**src/rtl/cpu_input_port_pkg.sv**
```systemverilog
// Shared definitions for the CPU serial input port: receiver FSM state encodings.
`timescale 1ns/1ps
package cpu_input_port_pkg;

  typedef enum logic [1:0] {
    IDLE  = 2'd0,
    START = 2'd1,
    DATA  = 2'd2,
    STOP  = 2'd3
  } rx_state_t;

endpackage

```
**src/rtl/sync_2ff.sv**
```systemverilog
// Two-flop synchronizer for a single asynchronous bit; resets to 1 (idle line level).
`timescale 1ns/1ps
module sync_2ff (
  input  logic clock,
  input  logic reset,
  input  logic d,
  output logic q
);

  logic meta;

  always_ff @(posedge clock) begin
    if (reset) begin
      meta <= 1'b1;
      q    <= 1'b1;
    end else begin
      meta <= d;
      q    <= meta;
    end
  end

endmodule

```
**src/rtl/cpu_input_port.sv**
```systemverilog
// Serial receiver feeding a cpu_register: start/data/stop framing, one-cycle
// data and framing-error strobes. WIDTH >= 2; CLKS_PER_BIT even and >= 4.
//
// state | meaning
// IDLE  | line idle, waiting for a 1-to-0 edge on rx_s
// START | half-bit wait, then confirm start bit is still low
// DATA  | sample one data bit per bit time, LSB first
// STOP  | sample stop bit; high loads data_out, low flags framing error
`timescale 1ns/1ps
module cpu_input_port
  import cpu_input_port_pkg::*;
#(
  parameter int WIDTH        = 8,
  parameter int CLKS_PER_BIT = 16
) (
  input  logic             clock,
  input  logic             reset,
  input  logic             rx,
  output logic [WIDTH-1:0] data_out,
  output logic             data_out_en,
  output logic             framing_error,
  output logic             busy
);

  localparam int CNT_W = $clog2(CLKS_PER_BIT);
  localparam int IDX_W = $clog2(WIDTH);
  localparam logic [CNT_W-1:0] HALF_M1  = CNT_W'(CLKS_PER_BIT / 2 - 1);
  localparam logic [CNT_W-1:0] FULL_M1  = CNT_W'(CLKS_PER_BIT - 1);
  localparam logic [IDX_W-1:0] LAST_IDX = IDX_W'(WIDTH - 1);

  rx_state_t        state, state_nxt;
  logic [CNT_W-1:0] cnt;
  logic [IDX_W-1:0] bit_idx;
  logic [WIDTH-1:0] shreg;
  logic             rx_s, rx_prev, fall, tick;

  sync_2ff u_sync (
    .clock (clock),
    .reset (reset),
    .d     (rx),
    .q     (rx_s)
  );

  // rx_prev tracks rx_s in every state so a break cannot look like a new edge
  assign fall = rx_prev & ~rx_s;

  always_comb begin
    tick = 1'b0;
    case (state)
      START:      tick = (cnt == HALF_M1);
      DATA, STOP: tick = (cnt == FULL_M1);
      default:    tick = 1'b0;
    endcase
  end

  always_ff @(posedge clock) begin
    if (reset) begin
      state         <= IDLE;
      cnt           <= '0;
      bit_idx       <= '0;
      shreg         <= '0;
      data_out      <= '0;
      data_out_en   <= 1'b0;
      framing_error <= 1'b0;
      rx_prev       <= 1'b1;
    end else begin
      state         <= state_nxt;
      rx_prev       <= rx_s;
      data_out_en   <= 1'b0;
      framing_error <= 1'b0;

      if (state == IDLE || tick) cnt <= '0;
      else                       cnt <= cnt + CNT_W'(1);

      case (state)
        IDLE: bit_idx <= '0;
        DATA: begin
          if (tick) begin
            shreg   <= {rx_s, shreg[WIDTH-1:1]};
            bit_idx <= (bit_idx == LAST_IDX) ? '0 : bit_idx + IDX_W'(1);
          end
        end
        STOP: begin
          if (tick) begin
            if (rx_s) begin
              data_out    <= shreg;
              data_out_en <= 1'b1;
            end else begin
              framing_error <= 1'b1;
            end
          end
        end
        default: ;
      endcase
    end
  end

  always_comb begin
    state_nxt = state;
    case (state)
      IDLE:  if (fall) state_nxt = START;
      START: if (tick) state_nxt = rx_s ? IDLE : DATA;
      DATA:  if (tick && bit_idx == LAST_IDX) state_nxt = STOP;
      STOP:  if (tick) state_nxt = IDLE;
      default: state_nxt = IDLE;
    endcase
  end

  always_comb begin
    busy = (state != IDLE);
  end

endmodule

```
**config.mk**
```make
export PLATFORM = sky130hd
export DESIGN_NAME = cpu_input_port
export DESIGN_NICKNAME = d
export VERILOG_FILES = /design/src/rtl/cpu_input_port_pkg.sv /design/src/rtl/sync_2ff.sv /design/src/rtl/cpu_input_port.sv
export SDC_FILE = /design/constraint.sdc
export NUM_CORES = 1
export LEC_CHECK = 0
export BUFFER_PORTS_ARGS = -buffer_cell sky130_fd_sc_hd__buf_4
export CAP_MARGIN = 20
export CORE_ASPECT_RATIO = 0.75
export CORE_UTILIZATION = 59
export DETAILED_ROUTE_END_ITERATION = 8
export PLACE_DENSITY = 0.81
export SLEW_MARGIN = 25
export SYNTH_ARGS = -nofsm -noshare
export SYNTH_HDL_FRONTEND = slang
export SYNTH_HIERARCHICAL = 1
export SYNTH_SLANG_ARGS = --single-unit
```
**constraint.sdc**
```tcl
create_clock -name clock -period 2.1 [get_ports clock]
set_input_delay 0.21 -clock clock [delete_from_list [all_inputs] [get_ports clock]]
set_output_delay 0.21 -clock clock [all_outputs]
set_load 0.01 [all_outputs]
```
==> flow_metrics.env, run 1 <==
export IMPL_status="finished, final reports clean"
export IMPL_vias_per_cell=5.53
export IMPL_max_freq_mhz=645
export IMPL_core_area_um2=1790
export IMPL_yosysWarnings=6
export IMPL_synth_area_top_cells="dfxtp_1, mux2i_1, nand2_1"
export IMPL_p_per_area_nw_per_um2=790
export IMPL_grt_max_degree=15
export IMPL_portBuffers=13
export IMPL_antenna_diode_count=0
export IMPL_fin_tns_setup_ns=0
export IMPL_ant_nets=0
export IMPL_cts_tree="built"
export IMPL_syn_area_um2=1170
export IMPL_die_w_um=53.4
export IMPL_synth_compound_area_frac=0.0589
export IMPL_dr_pass1_iters=4
export IMPL_h_tree_depth=2
export IMPL_clk_latency_ns=0.31
export IMPL_cts_resized=0
export IMPL_tightest_slew_ns=0.436
export IMPL_gr_usage_all_layers=0.233
export IMPL_hp_class="in2reg"
export IMPL_ir_drop_uv=770
export IMPL_yosysMostFrequentCell="dfxtp_1"
export IMPL_finalWorstPathRequiredPeriod_ns=1.55
export IMPL_synth_seq_cells=30
export IMPL_ys_seq_area_frac=0.514
export IMPL_synth_net_count=121
export IMPL_synth_top_cell_area_share=0.514
export IMPL_wirelength_mm=2.04
export IMPL_synth_top_family_by_area="simple AND/OR/NAND/NOR gates"
export IMPL_avgRoutedWirePerCell_um=13.6
export IMPL_drv_slew=0
export IMPL_ys_async_sr_fraction=0
export IMPL_timing_final_crit_share=0.738
export IMPL_synth_simple_area_share=0.193
export IMPL_p_leak_nw=0.589
export IMPL_nets=134
export IMPL_rsz0062_at_grt="no"
export IMPL_synth_ff_type="dfxtp_1"
export IMPL_row_count=13
export IMPL_critPathArrivalTime_ns=1.79
export IMPL_holdWs_ns=0.0698
export IMPL_path_max_fanout=5
export IMPL_setup_viol=0
export IMPL_synth_distinct_cells=30
export IMPL_syn_inst=115
export IMPL_synth_mux_area_fraction=0.137
export IMPL_drive_gt1_frac=0.203
export IMPL_initial_core_util=0.653
export IMPL_syn_to_final_growth_pct=15.0
export IMPL_vias=829
export IMPL_cts_root_buf="clkbuf_4"
export IMPL_critPathKind="reg2reg"
export IMPL_grt_pass1_wl_mm=3.33
export IMPL_cts_max_path_buffers=2
export IMPL_place_congestion=0.686
export IMPL_crit_path_start_kind="flip-flop"
export IMPL_grt_pass1_vias=760
export IMPL_synth_area_per_cell_um2=10.2
export IMPL_die_h_um=40.5
export IMPL_cts_setup_buffers=0
export IMPL_yosys_area_top_type="dfxtp_1"
export IMPL_drcViolationCount=0
export IMPL_grt_ovfl_total=0
export IMPL_relSlewSlack=0.708
export IMPL_antenna_found_initial=0
export IMPL_io_pin_count=14
export IMPL_finalHoldViolations=0
export IMPL_cp_required_ns=2.34
export IMPL_synthAdderAreaFrac=0.0321
export IMPL_ys_top_cells_by_count="dfxtp_1, nand2_1, mux2i_1"
export IMPL_die_area_um2=2160
export IMPL_first_iter_violations=13
export IMPL_synth_edf_count=0
export IMPL_postCtsHoldBufs=0
export IMPL_cts_sinks=30
export IMPL_end_kind="flip-flop"
export IMPL_cts_buffers_inserted=5
export IMPL_dp_final_hpwl_mm=1.46
export IMPL_synth_xor_area_frac=0.0225
export IMPL_clkTransAtPathRegs_ns=0.09
export IMPL_skew_ns=0.00743
export IMPL_max_cap_violations=0
-- area by class of cell --
cell class / instances / area [um2]
Sequential cell: 30 / 601
Multi-Input combinational cell: 74 / 518
Fill cell: 140 / 445
Timing Repair Buffer: 14 / 105
Clock buffer: 6 / 51.3
Clock inverter: 1 / 30.0
Tap cell: 22 / 27.5
Inverter: 3 / 11.3
-- critical path, cell delays in order, from the launching register on --
cell and delay, ns:
dfxtp_1 0.36, ha_1 0.30, and4_4 0.28, and3_1 0.30, mux2i_1 0.23
-- per-stage QoR --
stage | setup slack (ns) | util | instance area [um2] | power, mW | cells
2_1_floorplan | 0.738 | - | 1170 | 0.604 | 115
3_5_place_dp | 0.567 | 0.706 | 1260 | 0.614 | 143
3_3_place_gp | 0.661 | 0.706 | 1260 | 0.613 | 143
6_report | 0.550 | 0.751 | 1340 | 1.06 | 150
4_1_cts | 0.551 | 0.751 | 1340 | 1.07 | 150
5_1_grt | 0.450 | 0.751 | 1340 | 1.09 | 150
-- sequential cells by signal (all words and copies together), names as in the netlist, named ones only --
signal	cells
bit_idx	3
u_sync/q	1
data_out_en	1
rx_prev	1
u_sync/meta	1
state	1
shreg	8
data_out	8
framing_error	1
cnt	4
-- per-layer routing --
layer  global-route usage  wire length [um]
met5                    0                 0
met4               0.0987                19
met3               0.0795                88
met2                0.350               881
met1                0.307              1050
-- where the power goes --
part | internal [mW] | leakage [nW] | switching (mW)
Sequential | 0.572 | 0.242 | 0.00509
Clock | 0.277 | 0.0443 | 0.183
Combinational | 0.00913 | 0.303 | 0.0147
Total | 0.859 | 0.589 | 0.203
-- worst paths after layout --
kind         slack, ns  depth (start not counted)   startpoint          end
max               0.55                          4       cnt[0]  data_out[3]
min               0.07                          2           rx  u_sync/meta
max reg2reg       0.55                          4       cnt[0]  data_out[3]
min reg2reg       0.42                          1  u_sync/meta     u_sync/q
-- kinds of logic (layout without fill, tap and decap cells) --
group	Yosys count	count (layout)
muxes	16	16
and+or+nand+nor	42	42
AOI/OAI and AO/OA	10	10
adders and majority gates	3	3
DFF	30	30
buffers and inverters	11	24
xor gates and xnor gates	3	3
-- placed cells by master, fill, tap and decap left out --
master	netlist	layout
mux2i_1	16	16
nand2b_1	1	1
buf_4	1	14
nand4bb_1	1	1
nor4b_1	1	1
nand2_1	21	21
inv_1	3	3
nand3_1	1	1
nand4_1	1	1
and3_2	1	1
or2_1	2	2
or2_2	1	1
nand4_4	1	1
xor2_1	1	1
nor2_1	7	7
xnor2_1	2	2
bufinv_16	0	1
nand3_2	1	1
and4_4	1	1
o211ai_1	1	1
o21ai_0	2	2
dfxtp_1	30	30
clkbuf_8	0	1
clkbuf_4	0	5
a21oi_1	2	2
a221oi_1	1	1
or4_1	1	1
o2111ai_1	2	2
ha_1	3	3
and3_1	1	1
a211oi_1	2	2
Note: power is estimated with default switching activity, not from simulation.
==> run 2, diff against run 1 <==
--- a/config.mk
+++ b/config.mk
@@ -5,12 +5,13 @@
 export SDC_FILE = /design/constraint.sdc
 export NUM_CORES = 1
 export LEC_CHECK = 0
+export ABC_AREA = 1
 export BUFFER_PORTS_ARGS = -buffer_cell sky130_fd_sc_hd__buf_4
 export CAP_MARGIN = 20
 export CORE_ASPECT_RATIO = 0.75
-export CORE_UTILIZATION = 59
+export CORE_UTILIZATION = 55
 export DETAILED_ROUTE_END_ITERATION = 8
-export PLACE_DENSITY = 0.81
+export PLACE_DENSITY = 0.76
 export SLEW_MARGIN = 25
 export SYNTH_ARGS = -nofsm -noshare
 export SYNTH_HDL_FRONTEND = slang
==> constraint.sdc (replaced) <==
create_clock -name clock -period 1.6 [get_ports clock]
set_input_delay 0.16 -clock clock [delete_from_list [all_inputs] [get_ports clock]]
set_output_delay 0.16 -clock clock [all_outputs]
set_load 0.01 [all_outputs]
==> flow_metrics.env, run 2 <==
export IMPL_status="finished, final reports clean"
export IMPL_dr_pass1_iters=4
export IMPL_final_util=0.678
export IMPL_critical_path_most_common_cell="nor2_4"
export IMPL_mostFrequentLayoutCells="nor2_1, dfxtp_1, inv_1"
export IMPL_drv_slew=0
export IMPL_finalWorstPathRequiredPeriod_ns=1.46
export IMPL_tightest_slew_ns=0.464
export IMPL_synth_distinct_cells=23
export IMPL_ir_drop_uv=663
export IMPL_core_area_um2=2010
export IMPL_yosysMostFrequentCell="nor2_1"
export IMPL_clkTransAtPathRegs_ns=0.08
export IMPL_p_leak_nw=0.617
export IMPL_portBuffers=13
export IMPL_dpl_worst_slack_ns=0.0953
export IMPL_antenna_diode_count=0
export IMPL_cts_tree="built"
export IMPL_grt_ovfl_total=0
export IMPL_max_stage_delay_ns=0.35
export IMPL_crit_slowest_cell="dfxtp_2"
export IMPL_total_power_mw=1.23
export IMPL_timing_final_crit_share=0.914
export IMPL_path_max_fanout=6
export IMPL_min_from="rx"
export IMPL_wirelength_mm=2.31
export IMPL_dp_cells=186
export IMPL_place_congestion=0.830
export IMPL_vias_per_cell=5.12
export IMPL_setup_ws_ns=0.138
export IMPL_yosysWarnings=6
export IMPL_grt_pass1_wl_mm=3.89
export IMPL_syn_inst=151
export IMPL_fin_tns_setup_ns=0
export IMPL_grt_max_degree=21
export IMPL_ys_seq_area_frac=0.505
export IMPL_max_cap_violations=0
export IMPL_relSlewSlack=0.691
export IMPL_critPathTopFamily="simple AND/OR/NAND/NOR gates"
export IMPL_avgRoutedWirePerCell_um=12.0
export IMPL_yosys_area_top_type="dfxtp_1"
export IMPL_syn_area_um2=1190
export IMPL_p_per_area_nw_per_um2=904
export IMPL_end_kind="flip-flop"
export IMPL_cts_max_path_buffers=2
export IMPL_path_cells="ha_2 > nand2_2 > nor2_4 > nand2_4 > nor2_4 > buf_4 > o21ai_0 > nor2_1"
export IMPL_cts_root_buf="clkbuf_4"
export IMPL_drcViolationCount=0
export IMPL_synth_net_count=157
export IMPL_fin_area_um2=1370
export IMPL_crit_cells=8
export IMPL_gr_usage_all_layers=0.225
export IMPL_nets=175
export IMPL_die_h_um=42.3
export IMPL_critPathArrivalTime_ns=1.73
export IMPL_postCtsHoldBufs=0
export IMPL_initial_core_util=0.590
export IMPL_synth_edf_count=0
export IMPL_ys_top_cells_by_count="nor2_1, dfxtp_1, inv_1"
export IMPL_path_buf_inv=1
export IMPL_row_count=14
export IMPL_hold_depth=3
export IMPL_postPlaceCellArea_um2=1310
export IMPL_hp_class="in2reg"
export IMPL_io_pin_count=14
export IMPL_crit_path_start_kind="flip-flop"
export IMPL_holdWs_ns=0.0116
export IMPL_h_tree_depth=2
export IMPL_max_freq_mhz=684
export IMPL_first_iter_violations=26
export IMPL_critPathKind="reg2reg"
export IMPL_finalHoldViolations=0
export IMPL_dp_final_hpwl_mm=1.71
export IMPL_rr_startpoint="cnt[0]"
export IMPL_vias=988
export IMPL_synth_ff_type="dfxtp_1"
export IMPL_highest_layer="met4"
export IMPL_setup_worst_path_start="cnt[0]"
export IMPL_cts_buffers_inserted=5
export IMPL_num_fill_cells=175
export IMPL_drive_gt1_frac=0.189
export IMPL_ant_nets=0
export IMPL_cts_sinks=30
export IMPL_skew_ns=0.00865
export IMPL_largest_registers="data_out x8, shreg x8, cnt x4"
export IMPL_synth_area_top_cells="dfxtp_1, nor2_1, o21ai_0"
export IMPL_grt_pass1_vias=929
export IMPL_worstRegToRegCells=8
export IMPL_m1WireLength_mm=1.08
export IMPL_die_w_um=55.7
export IMPL_syn_to_final_growth_pct=14.8
export IMPL_met2RoutedLength_mm=1.03
export IMPL_ys_async_sr_fraction=0
export IMPL_clk_latency_ns=0.33
export IMPL_layout_commonest_cell="nor2_1"
export IMPL_wl_met3_um=150
export IMPL_antenna_found_initial=0
export IMPL_synth_area_per_cell_um2=7.87
export IMPL_cp_required_ns=1.86
export IMPL_synth_top_cell_area_share=0.505
export IMPL_instances_no_fill=193
export IMPL_synth_seq_cells=30
export IMPL_die_area_um2=2350
export IMPL_setup_viol=0
-- run 2: layout make-up --
type	instances	area, um2	area share
clock buffers	7	45.0	0.0330
inverters	20	75.1	0.0550
multi-input cells	97	500	0.367
flip-flops and latches	30	602	0.441
well taps	24	30.0	0.0220
repair buffers	15	113	0.0825
-- run 2: power breakdown --
group,switching [mW],internal (mW)
Combinational,0.0394,0.0220
Sequential,0.0119,0.755
Clock,0.240,0.165
-- run 2: layer usage --
layer,up-vias,global-route usage
met1,433,0.286
met3,7,0.0648
met4,0,0.155
met5,-,0
met2,31,0.333
li1,517,-
-- run 2: timing repair --
action	4_1_cts	5_1_grt
setup buffers	0	0
setup endpoints to repair	0	17
endpoints found under the hold margin	0	0
gates resized for setup	0	5
-- run 2: worst paths after layout --
kind | endpoint | slack (ns)
worst max-delay path | shreg[2] | 0.14
worst min-delay path | u_sync/meta | 0.01
worst max register to register | shreg[2] | 0.14
worst min register to register | u_sync/q | 0.41
-- run 2: cell families (layout without fill, tap and decap cells) --
family | count (synthesis) | in the layout | synth area share
and+or+nand+nor | 61 | 61 | 0.232
AOI/OAI and AO/OA | 32 | 32 | 0.140
DFF | 30 | 30 | 0.505
buffers and inverters | 24 | 42 | 0.0842
adders and majority gates | 3 | 3 | 0.0316
xor gates and xnor gates | 1 | 1 | 0.00737
-- run 2: worst min-delay path: stages --
cell and delay, ns:
buf_4 0.07, inv_1 0.03, nand2_1 0.05
